### src/rtl/pipeline_memory.sv
// Memory-access stage: one blocking req/ack data-memory access per instruction,
// aligned/extended load return. Optional bus timeout via PIPELINE_MEMORY_TIMEOUT_EN.
module pipeline_memory #(
    parameter int TIMEOUT_CYCLES = 255
) (
    input  logic        clk,
    input  logic        rst,
    input  logic        in_valid,
    output logic        in_stall,
    input  logic        in_decode_exception,
    input  logic [2:0]  in_alu_exception,
    input  logic [4:0]  in_rd_index,
    input  logic        in_regwrite_enable,
    input  logic        in_memread_enable,
    input  logic        in_memwrite_enable,
    input  logic        in_memop_disable,
    input  logic [1:0]  in_mem_size,
    input  logic        in_mem_signed,
    input  logic [31:0] in_alu_out,
    input  logic [31:0] in_store_data,
    output logic        dmem_req,
    output logic        dmem_we,
    output logic [31:0] dmem_addr,
    output logic [3:0]  dmem_be,
    output logic [31:0] dmem_wdata,
    input  logic [31:0] dmem_rdata,
    input  logic        dmem_ack,
    input  logic        dmem_err,
    output logic        out_valid,
    output logic        out_decode_exception,
    output logic [2:0]  out_alu_exception,
    output logic [4:0]  out_rd_index,
    output logic        out_memread_enable,
    output logic        out_memop_disable,
    output logic [31:0] out_alu_out,
    output logic        out_regwrite_enable,
    output logic [31:0] mem_out,
    output logic [2:0]  mem_exception
);
    typedef enum logic {IDLE, REQ} state_t;

    localparam logic [7:0] TMO_LIMIT = 8'(TIMEOUT_CYCLES - 1);

    state_t      r_state;
    logic [1:0]  r_addr_lo;
    logic [1:0]  r_size;
    logic        r_signed;
    logic        r_dec_exc;
    logic [2:0]  r_alu_exc;
    logic [4:0]  r_rd;
    logic        r_rwe;
    logic        r_mre;
    logic        r_mod;
    logic [31:0] r_alu_out;

    logic        w_bypass;
    logic        w_misalign;
    logic [3:0]  w_be;
    logic [31:0] w_wdata;
    logic [31:0] w_load;
    logic [7:0]  w_byte;
    logic [15:0] w_half;
    logic        w_tmo;
    logic        w_done;

    assign in_stall = (r_state == REQ);

    always_comb begin
        w_bypass   = in_memop_disable | ~(in_memread_enable | in_memwrite_enable)
                   | in_decode_exception | (|in_alu_exception);
        w_misalign = 1'b0;
        w_be       = 4'hF;
        w_wdata    = in_store_data;
        case (in_mem_size)
            2'd0: begin
                w_be    = 4'b0001 << in_alu_out[1:0];
                w_wdata = {4{in_store_data[7:0]}};
            end
            2'd1: begin
                w_misalign = in_alu_out[0];
                w_be       = 4'b0011 << in_alu_out[1:0];
                w_wdata    = {2{in_store_data[15:0]}};
            end
            default: w_misalign = |in_alu_out[1:0];
        endcase
    end

    // Lane select uses the address latched at accept; rdata is only valid with ack.
    always_comb begin
        w_byte = dmem_rdata[8*r_addr_lo +: 8];
        w_half = r_addr_lo[1] ? dmem_rdata[31:16] : dmem_rdata[15:0];
        case (r_size)
            2'd0:    w_load = {{24{r_signed & w_byte[7]}}, w_byte};
            2'd1:    w_load = {{16{r_signed & w_half[15]}}, w_half};
            default: w_load = dmem_rdata;
        endcase
    end

`ifdef PIPELINE_MEMORY_TIMEOUT_EN
    logic [7:0] r_tmo_cnt;

    assign w_tmo = (r_state == REQ) & ~dmem_ack & ~dmem_err & (r_tmo_cnt == TMO_LIMIT);

    always_ff @(posedge clk) begin
        if (rst)
            r_tmo_cnt <= '0;
        else if (r_state == IDLE)
            r_tmo_cnt <= '0;
        else if (~dmem_ack & ~dmem_err)
            r_tmo_cnt <= r_tmo_cnt + 8'd1;
    end
`else
    logic w_unused_tmo;
    assign w_unused_tmo = ^TMO_LIMIT;
    assign w_tmo        = 1'b0;
`endif

    assign w_done = dmem_ack | dmem_err | w_tmo;

    always_ff @(posedge clk) begin
        if (rst) begin
            r_state              <= IDLE;
            r_addr_lo            <= '0;
            r_size               <= '0;
            r_signed             <= 1'b0;
            r_dec_exc            <= 1'b0;
            r_alu_exc            <= '0;
            r_rd                 <= '0;
            r_rwe                <= 1'b0;
            r_mre                <= 1'b0;
            r_mod                <= 1'b0;
            r_alu_out            <= '0;
            dmem_req             <= 1'b0;
            dmem_we              <= 1'b0;
            dmem_addr            <= '0;
            dmem_be              <= '0;
            dmem_wdata           <= '0;
            out_valid            <= 1'b0;
            out_decode_exception <= 1'b0;
            out_alu_exception    <= '0;
            out_rd_index         <= '0;
            out_memread_enable   <= 1'b0;
            out_memop_disable    <= 1'b0;
            out_alu_out          <= '0;
            out_regwrite_enable  <= 1'b0;
            mem_out              <= '0;
            mem_exception        <= '0;
        end else begin
            out_valid           <= 1'b0;
            out_regwrite_enable <= 1'b0;
            case (r_state)
                IDLE: if (in_valid) begin
                    if (w_bypass || w_misalign) begin
                        out_valid            <= 1'b1;
                        out_decode_exception <= in_decode_exception;
                        out_alu_exception    <= in_alu_exception;
                        out_rd_index         <= in_rd_index;
                        out_memread_enable   <= in_memread_enable;
                        out_memop_disable    <= in_memop_disable;
                        out_alu_out          <= in_alu_out;
                        out_regwrite_enable  <= in_regwrite_enable;
                        mem_out              <= '0;
                        mem_exception        <= {2'b00, ~w_bypass & w_misalign};
                    end else begin
                        r_state    <= REQ;
                        r_addr_lo  <= in_alu_out[1:0];
                        r_size     <= in_mem_size;
                        r_signed   <= in_mem_signed;
                        r_dec_exc  <= in_decode_exception;
                        r_alu_exc  <= in_alu_exception;
                        r_rd       <= in_rd_index;
                        r_rwe      <= in_regwrite_enable;
                        r_mre      <= in_memread_enable;
                        r_mod      <= in_memop_disable;
                        r_alu_out  <= in_alu_out;
                        dmem_req   <= 1'b1;
                        dmem_we    <= in_memwrite_enable;
                        dmem_addr  <= {in_alu_out[31:2], 2'b00};
                        dmem_be    <= w_be;
                        dmem_wdata <= w_wdata;
                    end
                end
                REQ: if (w_done) begin
                    r_state              <= IDLE;
                    dmem_req             <= 1'b0;
                    out_valid            <= 1'b1;
                    out_decode_exception <= r_dec_exc;
                    out_alu_exception    <= r_alu_exc;
                    out_rd_index         <= r_rd;
                    out_memread_enable   <= r_mre;
                    out_memop_disable    <= r_mod;
                    out_alu_out          <= r_alu_out;
                    out_regwrite_enable  <= r_rwe;
                    mem_out              <= (dmem_ack && !dmem_we) ? w_load : 32'd0;
                    mem_exception        <= {w_tmo, ~dmem_ack & dmem_err, 1'b0};
                end
                default: r_state <= IDLE;
            endcase
        end
    end
endmodule

### config.mk
export PLATFORM = sky130hd
export DESIGN_NAME = pipeline_memory
export DESIGN_NICKNAME = d
export VERILOG_FILES = /design/src/rtl/pipeline_memory.sv
export SDC_FILE = /design/constraint.sdc
export NUM_CORES = 1
export LEC_CHECK = 0
export BUFFER_PORTS_ARGS = -buffer_cell sky130_fd_sc_hd__buf_2
export CELL_PAD_IN_SITES_DETAIL_PLACEMENT = 0
export CELL_PAD_IN_SITES_GLOBAL_PLACEMENT = 1
export CORE_ASPECT_RATIO = 0.75
export CORE_MARGIN = 8
export CORE_UTILIZATION = 37
export CTS_CLUSTER_DIAMETER = 100
export DETAILED_ROUTE_END_ITERATION = 10
export HOLD_SLACK_MARGIN = 0.06
export PLACE_DENSITY = 0.81
export SYNTH_ARGS = -nofsm -noshare
export SYNTH_HDL_FRONTEND = slang
export SYNTH_SLANG_ARGS = --single-unit
### constraint.sdc
create_clock -name clk -period 2.1 [get_ports clk]
set_input_delay 0.315 -clock clk [delete_from_list [all_inputs] [get_ports clk]]
set_output_delay 0.315 -clock clk [all_outputs]
set_load 0.005 [all_outputs]
======== Yosys cells after proc, flatten, opt, wreduce, memory -nomap -nowiden ========
Index checks and enable logic that the tools add are counted.
word-level totals
  register bits after elaboration ......... 198
  input bits .............................. 117
  logic and storage cells ................. 113
operators by class
  eq/ne operators ......................... 6
  shifts and indexed selects .............. 3
  muxes and demuxes ....................... 54
  bitwise logic cells ..................... 14
  reductions and logical operators ........ 10
operator list
  operator                                                                  number
  32-bit one-hot mux with 2 select lines                                    4
  32-bit two-way mux                                                        7
  32-bit by 6-bit indexed part select with 8-bit output                     1
  1-bit two-way mux                                                         21
  3-bit two-way mux                                                         6
  16-bit two-way mux                                                        1
  1-bit one-hot mux with 2 select lines                                     8
  5-bit two-way mux                                                         3
  3-bit one-hot mux with 2 select lines                                     2
  5-bit one-hot mux with 2 select lines                                     1
  3-bit AND reduction                                                       3
  4-bit one-hot mux with 2 select lines                                     1
  2-bit inequality test (second input constant)                             3
  1-bit NOT                                                                 5
  1-bit bitwise OR                                                          5
  1-bit bitwise AND                                                         4
  2-bit by 1-bit equality test with 1-bit output (second input constant)    2
  2-bit zero test                                                           2
  1-bit by 2-bit left shift with 4-bit output (first input constant)        1
  2-bit by 2-bit left shift with 4-bit output (first input constant)        1
  3-bit OR reduction                                                        1
  2-bit by 1-bit inequality test with 1-bit output (second input constant)  1
  2-bit OR reduction                                                        1
  1-bit logical AND                                                         1
  2 further kinds                                                           2

======== Logic depth before layout (Yosys ltp) ========
Gate-level depths: netlist of run 1.
  word-level depth ........................ 10
  gate-level depth with buffers ........... 7
  mapped depth without buffers ............ 4

======== Least setup slack after synthesis of run 1 ========
OpenSTA, ideal clock, no wires.
  path type ............................... reg2reg
  start ................................... reg, netlist name r_alu_out[1]
  end ..................................... reg mem_out[22]
  setup time .............................. 0.122 ns
  data arrival time ....................... 1.583 ns
  data required time ...................... 1.978 ns
  slack ................................... 0.395 ns
  cell stages (with the launch flop) ...... 7
  buffers on the path ..................... 2
  cells stage by stage .................... dfxtp_1 buf_4 mux2i_1 o32ai_2 o21a_2 buf_4 a221o_1
RTL lines
  what                  line  source
  end signal, assigned  194   mem_out <= (dmem_ack && !dmem_we) ? w_load : 32'd0;
  end, declared         37    output logic [31:0] mem_out,

======== Worst setup path after layout of run 1 ========
  start ................................... reg r_size[0]
  end ..................................... reg mem_out[23]
on the way
  cells in the longest elaborated chain, start to end .. 5
  elaborated cells between the ends (all ways) .. 6
  those cells by class .................... 1 x eq/ne; 4 x mux; 1 x reduce/logical
RTL lines
  what                                                                                      line  source
  start, declared                                                                           46    logic [1:0] r_size;
  start signal, assigned                                                                    167   r_size <= in_mem_size;
  2-bit by 1-bit equality test with 1-bit output / 2-bit zero test (equally long branches)  92    case (r_size)
  32-bit one-hot mux with 2 select lines (*)                                                92
  32-bit two-way mux (*)                                                                    194
  32-bit two-way mux (*)                                                                    183   REQ: if (w_done) begin
  32-bit one-hot mux with 2 select lines (*)                                                151   case (r_state)
Every way passes the cells marked *; elsewhere a longest branch is shown, timed or not. The select of a mux whose other input is x is not followed.
A chain may end at the register's enable or synchronous reset.

==> flow_summary.yaml, run 1 <==
global_route:
  grt_pass1_wl_mm: 41.7
  grt_max_degree: 57
  grt_pass1_vias: 7060
  grtUsageTotal_pct: 20.9
  overflow: 0
  antenna_found_initial: 2
pwr:
  vdd_drop_max_mv: 0.563
  p_leak_nw: 4.24
  powerDensity_mw_per_mm2: 767
  power_w: 0.00750
routing:
  drt.antenna.violating_nets: 0
  first_iter_violations: 613
  vias: 7281
  post_drt_wl_per_cell_um: 20.7
  post-route-drc-count: 0
  routed_wl_mm: 26.8
  drt_first_pass_iters: 5
  viasPerCell: 5.64
  route.layer.met1.wl_mm: 12.4
  met2_length_mm: 11.3
  route.met3.wl_mm: 2.78
  top_layer_used: "met4"
synth:
  synth-seq-cells: 165
  ys_types: 52
  synth_edf_count: 0
  seq_area_frac_synth_pct: 44.7
  ys.flop_type: "dfxtp_1"
  synth_cells: 785
  ys_async_sr_fraction_pct: 0
  syn_area_mm2: 0.00738
  synth_area_per_cell_um2: 9.40
  yosysWarnings: 0
worst_setup_path:
  slowest_stage: "o32ai_2"
  start_kind: "flop"
  r2r-end: "mem_out[23]$_SDFFE_PP0P_"
  cp_num_buf_inv: 0
  crit_path_max_fanout: 16
  rr_worst_depth: 4
  crit_type: "flop to flop"
  worstPathCellList: "nand2b_1, o32ai_2, o21a_2, a221o_1"
  reg2reg_from: "r_size[0]$_SDFFE_PP0P_"
  cpLargestDelayFamily: "compound AO/OA/AOI/OAI gates"
  cp.required_ps: 2460
  ff2ff_setup_slack_ps: 240
  critPathMaxStageDelay_ps: 590
  cp-end-kind: "flop"
  cp_data_arrival_time_ps: 2220
clock_tree:
  ctsRootBufferMaster: "clkbuf_16"
  cts_tree: "done"
  cts_buffers: 17
  insertion_delay_ps: 420
  cts_setup_buffers: 0
  cts_resized: 0
  hold_buffers: 0
  clk_path_buf_depth: 2
  clkTransAtPathRegs_ps: 70
  htree_num_levels: 4
  cts_sinks: 165
timing:
  maxSlewHeadroom_pct: 54.2
  fmax_ghz: 0.538
  fin_crit_sh_pct: 88.6
  setup_slack_ps: 240
  finalClockSkew_ps: 11.5
  tightestPinTransition_ps: 688
  final-setup-viol-count: 0
  rsz0062_at_grt: "no"
  slew_violations: 0
  setup_tns_ps: 0
  final_hold_viol_count: 0
  period_minus_slack_ps: 1860
worst_hold_path:
  hold_class: "primary input to flop"
  hold_end: "dmem_wdata[28]$_SDFFE_PP0P_"
  worstHoldStart: "in_store_data[28]"
  hold_depth: 2
place:
  place.gp.congestion: 0.834
  hpwlAfterDp_mm: 18.6
  post-place-ws_ps: 89.7
  io_buffers: 264
layout:
  area_delta_synth_final_pct: 32.5
  nFillCells: 1850
  multi_input_area_mm2: 0.00373
  fin_util_pct: 50.3
  ff_latch_area_mm2: 0.00330
  drive_gt1_share_pct: 34.7
  final_nets: 1140
floorplan:
  num_rows: 44
  io_pins: 268
  die_area_mm2: 0.0248
  die_h_um: 138
  initial_core_util_pct: 38.0
  fp.coreArea_mm2: 0.0194
  die-width_um: 179
outcome:
  outcome: "complete, no violations"
flow_run:
  drv_cap: 0
worst max path at each step:
stage / from / to / slack (ps) / cells after the start
2_1_floorplan: r_alu_out[1]$_SDFFE_PP0P_ / mem_out[22]$_SDFFE_PP0P_ / 400 / 6
3_3_place_gp: in_memop_disable / dmem_be[2]$_SDFFE_PP0P_ / 140 / 6
3_5_place_dp: in_memop_disable / dmem_be[2]$_SDFFE_PP0P_ / 90 / 6
4_1_cts: in_stall$_SDFF_PP0_ / in_stall / 240 / 2
5_1_grt: r_alu_out[1]$_SDFFE_PP0P_ / mem_out[16]$_SDFFE_PP0P_ / 100 / 4
6_report: r_size[0]$_SDFFE_PP0P_ / mem_out[23]$_SDFFE_PP0P_ / 240 / 4
state kept, by name (all words and copies together) (netlist names), 2 cells and up:
signal,cells
r_alu_out,31
dmem_wdata,32
mem_out,32
mem_exception,2
r_rd,5
r_size,2
out_alu_exception,3
dmem_be,4
r_alu_exc,3
out_alu_out,32
out_rd_index,5
per-layer routing:
layer	GRT usage (%)	vias up
met4	4.31	0
met5	0	-
met3	7.02	14
li1	-	3476
met2	30.6	315
met1	29.3	3476
metrics by stage:
| step | hold slack (ps) | cell area, µm² | instances |
|---|---|---|---|
| final | 116 | 9780 | 1291 |
| after global routing | 94.3 | 9780 | 1291 |
| after CTS | 93.4 | 9770 | 1289 |
| after detailed placement | 450 | 9110 | 1257 |
| after global placement | 444 | 9110 | 1257 |
| after floorplan | 449 | 7390 | 787 |
cell families after synthesis:
kind of cell	synth area share, %
AO/OA/AOI/OAI	30.0
buffers and inverters	5.41
AND/OR/NAND/NOR	9.05
multiplexers	10.8
other	0.0508
flip-flops	44.7
power breakdown:
group          switching [W]  internal [W]
logic               0.000401      0.000291
clock network        0.00143       0.00215
registers          0.0000362       0.00320
worst register-to-register path, delay by kind of cell (launching register included):
kind,cells,cell delay [ps]
flip-flops,1,380
AO/OA/AOI/OAI,3,1240
AND/OR/NAND/NOR,1,200
final cells by class:
| type | count | area share [%] |
|---|---|---|
| multi-input combinational | 530 | 38.1 |
| sequential | 165 | 33.8 |
| timing repair buffer | 305 | 17.8 |
| clock buffer | 17 | 4.35 |
| tap | 253 | 3.24 |
| clock inverter | 15 | 2.47 |
| inverter | 4 | 0.154 |
| antenna | 2 | 0.0512 |
placed cells by master (no fill, tap or decap), drive strengths merged, types with 5 or more instances in the layout:
cell,synthesis,routed
o21ai,114,114
a221o,23,23
dfxtp,165,165
inv,4,10
nor2b,12,12
clkbuf,56,17
bufinv,0,5
a211oi,21,21
a221oi,5,5
buf,32,305
o2bb2ai,12,12
o211a,7,7
and3,6,6
nand3,54,54
o311a,43,43
nor2,20,20
nand2,8,8
mux2i,75,75
nor3,5,5
a21oi,79,79
synth_stat cells (5+ instances only):
| cell | instances | share of area (%) |
|---|---|---|
| a221o_1 | 23 | 3.1 |
| nand2_1 | 8 | 0.41 |
| o311a_1 | 43 | 5.8 |
| clkbuf_1 | 56 | 2.8 |
| buf_1 | 5 | 0.25 |
| mux2i_1 | 75 | 10 |
| o21ai_0 | 113 | 7.7 |
| nor2_1 | 19 | 0.97 |
| dfxtp_1 | 165 | 45 |
| a21oi_1 | 79 | 5.4 |
| nand3_1 | 54 | 3.7 |
| o211a_1 | 7 | 0.95 |
| and3_1 | 6 | 0.51 |
| a221oi_1 | 5 | 0.59 |
| o2bb2ai_1 | 12 | 1.4 |
| nor2b_1 | 12 | 1.0 |
| buf_2 | 19 | 1.3 |
| a211oi_1 | 21 | 2.1 |
| buf_4 | 8 | 0.81 |
Note: power is estimated with default switching activity, not from simulation.
==> run 2, diff against run 1 <==
CORE_MARGIN = not set   (was 8)
SKIP_CTS_REPAIR_TIMING = 1   (was not set)
==> run 2 against run 1 <==
  * Sequential power hardly changed
  * Core utilization down 0.27 points
  * Final area is 0.54% lower
  * Critical path type unchanged
  * Routed wire length shrank 8.5%
  * Power down 3.7%
  * Worst setup slack worse by 89 ps
  * Worst hold slack worse by 2.5 ps
  * Highest routed layer unchanged
  * Combinational power down 0.7%
==> flow_summary.yaml, run 2 (same netlist as run 1, synthesis figures left out) <==
outcome:
  outcome: "complete, no violations"
global_route:
  grt_max_degree: 60
  grt_pass1_vias: 6755
  grt_pass1_wl_mm: 38.2
  antenna_found_initial: 0
  grtUsageTotal_pct: 23.7
  overflow: 0
timing:
  fin_crit_sh_pct: 92.8
  tightestPinTransition_ps: 1160
  period_minus_slack_ps: 1950
  final-setup-viol-count: 0
  fmax_ghz: 0.513
  rsz0062_at_grt: "no"
  setup_slack_ps: 151
  slew_violations: 0
  maxSlewHeadroom_pct: 22.5
  finalClockSkew_ps: 11.7
  final_hold_viol_count: 0
  setup_tns_ps: 0
clock_tree:
  clk_path_buf_depth: 2
  cts_tree: "done"
  htree_num_levels: 4
  cts_sinks: 165
  cts_buffers: 17
  clkTransAtPathRegs_ps: 70
  insertion_delay_ps: 430
  ctsRootBufferMaster: "clkbuf_16"
pwr:
  power_w: 0.00723
  vdd_drop_max_mv: 0.456
  p_leak_nw: 4.22
  powerDensity_mw_per_mm2: 743
worst_hold_path:
  hold_class: "primary input to flop"
  hold_depth: 2
  worstHoldStart: "in_store_data[30]"
  hold_end: "dmem_wdata[30]$_SDFFE_PP0P_"
routing:
  drt_first_pass_iters: 5
  post_drt_wl_per_cell_um: 19.0
  first_iter_violations: 627
  routed_wl_mm: 24.5
  drt.antenna.violating_nets: 0
  post-route-drc-count: 0
  viasPerCell: 5.62
  vias: 7258
floorplan:
  io_pins: 268
  num_rows: 44
  fp.coreArea_mm2: 0.0194
  initial_core_util_pct: 38.0
  die-width_um: 165
  die_h_um: 124
  die_area_mm2: 0.0205
layout:
  ff_latch_area_mm2: 0.00331
  nFillCells: 1896
  drive_gt1_share_pct: 34.7
  final_nets: 1141
  reg_top3: "dmem_wdata (32), mem_out (32), out_alu_out (32)"
  final_common_cell: "buf_2"
  area_delta_synth_final_pct: 31.8
  layout_common_cells: "263 x buf_2, 164 x dfxtp_1, 113 x o21ai_0"
  multi_input_area_mm2: 0.00373
worst_setup_path:
  start_kind: "flop"
  cp.required_ps: 2460
  critPathMaxStageDelay_ps: 630
  startpoint: "r_alu_out[1]$_SDFFE_PP0P_"
  r2r-end: "mem_out[26]$_SDFFE_PP0P_"
  cp-end-kind: "flop"
  slowest_stage: "o32ai_2"
  crit_type: "flop to flop"
  worstPathCellList: "mux2i_1, o32ai_2, o21a_2, a221o_1"
  ff2ff_setup_slack_ps: 150
  cp_data_arrival_time_ps: 2310
  crit_path_max_fanout: 16
  reg2reg_from: "r_alu_out[1]$_SDFFE_PP0P_"
  rr_worst_depth: 4
place:
  hpwlAfterDp_mm: 16.7
  place.gp.congestion: 0.825
  post-place-ws_ps: 53.6
  io_buffers: 264
flow_run:
  drv_cap: 0
==> run 2: cell types whose count changed in the layout (fill, tap and decap cells not counted), sizes merged <==
| cell | delta |
|---|---|
| bufinv | -2 |
| clkinv | +2 |
| buf | +1 |
| diode | -1 |
==> run 2: layer usage <==
layer | wire length, µm | track usage (%) | up-vias
li1 | - | - | 3481
met3 | 2010 | 6.46 | 14
met2 | 10600 | 35.3 | 287
met4 | 214 | 5.40 | 0
met1 | 11700 | 33.7 | 3476
met5 | 0 | 0 | -
==> run 2: final cells by class <==
| cell class | instances | area share, % |
|---|---|---|
| Clock inverter | 15 | 1.99 |
| Multi-Input combinational cell | 530 | 38.3 |
| Antenna cell | 1 | 0.0257 |
| Sequential cell | 165 | 34.0 |
| Inverter | 4 | 0.154 |
| Clock buffer | 17 | 4.37 |
| Timing Repair Buffer | 306 | 17.9 |
| Tap cell | 253 | 3.25 |
==> run 2: how the worst max path moves through the flow <==
stage                     slack [ps]                            to  depth (start not counted)
after floorplan                  400      mem_out[22]$_SDFFE_PP0P_                          6
after global placement           120  out_alu_out[23]$_SDFFE_PP0P_                          6
after detailed placement          50  out_alu_out[26]$_SDFFE_PP0P_                          6
after CTS                        180      mem_out[18]$_SDFFE_PP0P_                          4
after global routing              20      mem_out[25]$_SDFFE_PP0P_                          4
final                            150      mem_out[26]$_SDFFE_PP0P_                          4
==> run 2: report_power, final <==
part / leakage (nW) / total [W] / switching [W] / internal [W]
sequential: 1.34 / 0.00323 / 0.0000352 / 0.00319
clock: 0.299 / 0.00331 / 0.00140 / 0.00191
combinational: 2.58 / 0.000687 / 0.000396 / 0.000292
total: 4.22 / 0.00723 / 0.00183 / 0.00539
==> run 2: stage by stage <==
stage | cell area [µm²] | hold WS (ps) | utilization, % | cells
2_1_floorplan | 7390 | 449 | - | 787
5_1_grt | 9720 | 101 | 50.0 | 1290
3_5_place_dp | 9100 | 444 | 46.9 | 1258
3_3_place_gp | 9100 | 443 | 46.9 | 1258
4_1_cts | 9720 | 100 | 50.0 | 1290
6_report | 9730 | 113 | 50.1 | 1291
==> run 2: worst max-delay path, delay by kind of cell (launching register included) <==
| kind | cells | cell delay [ps] |
|---|---|---|
| multiplexers | 1 | 170 |
| AO/OA/AOI/OAI | 3 | 1270 |
| flip-flops | 1 | 450 |
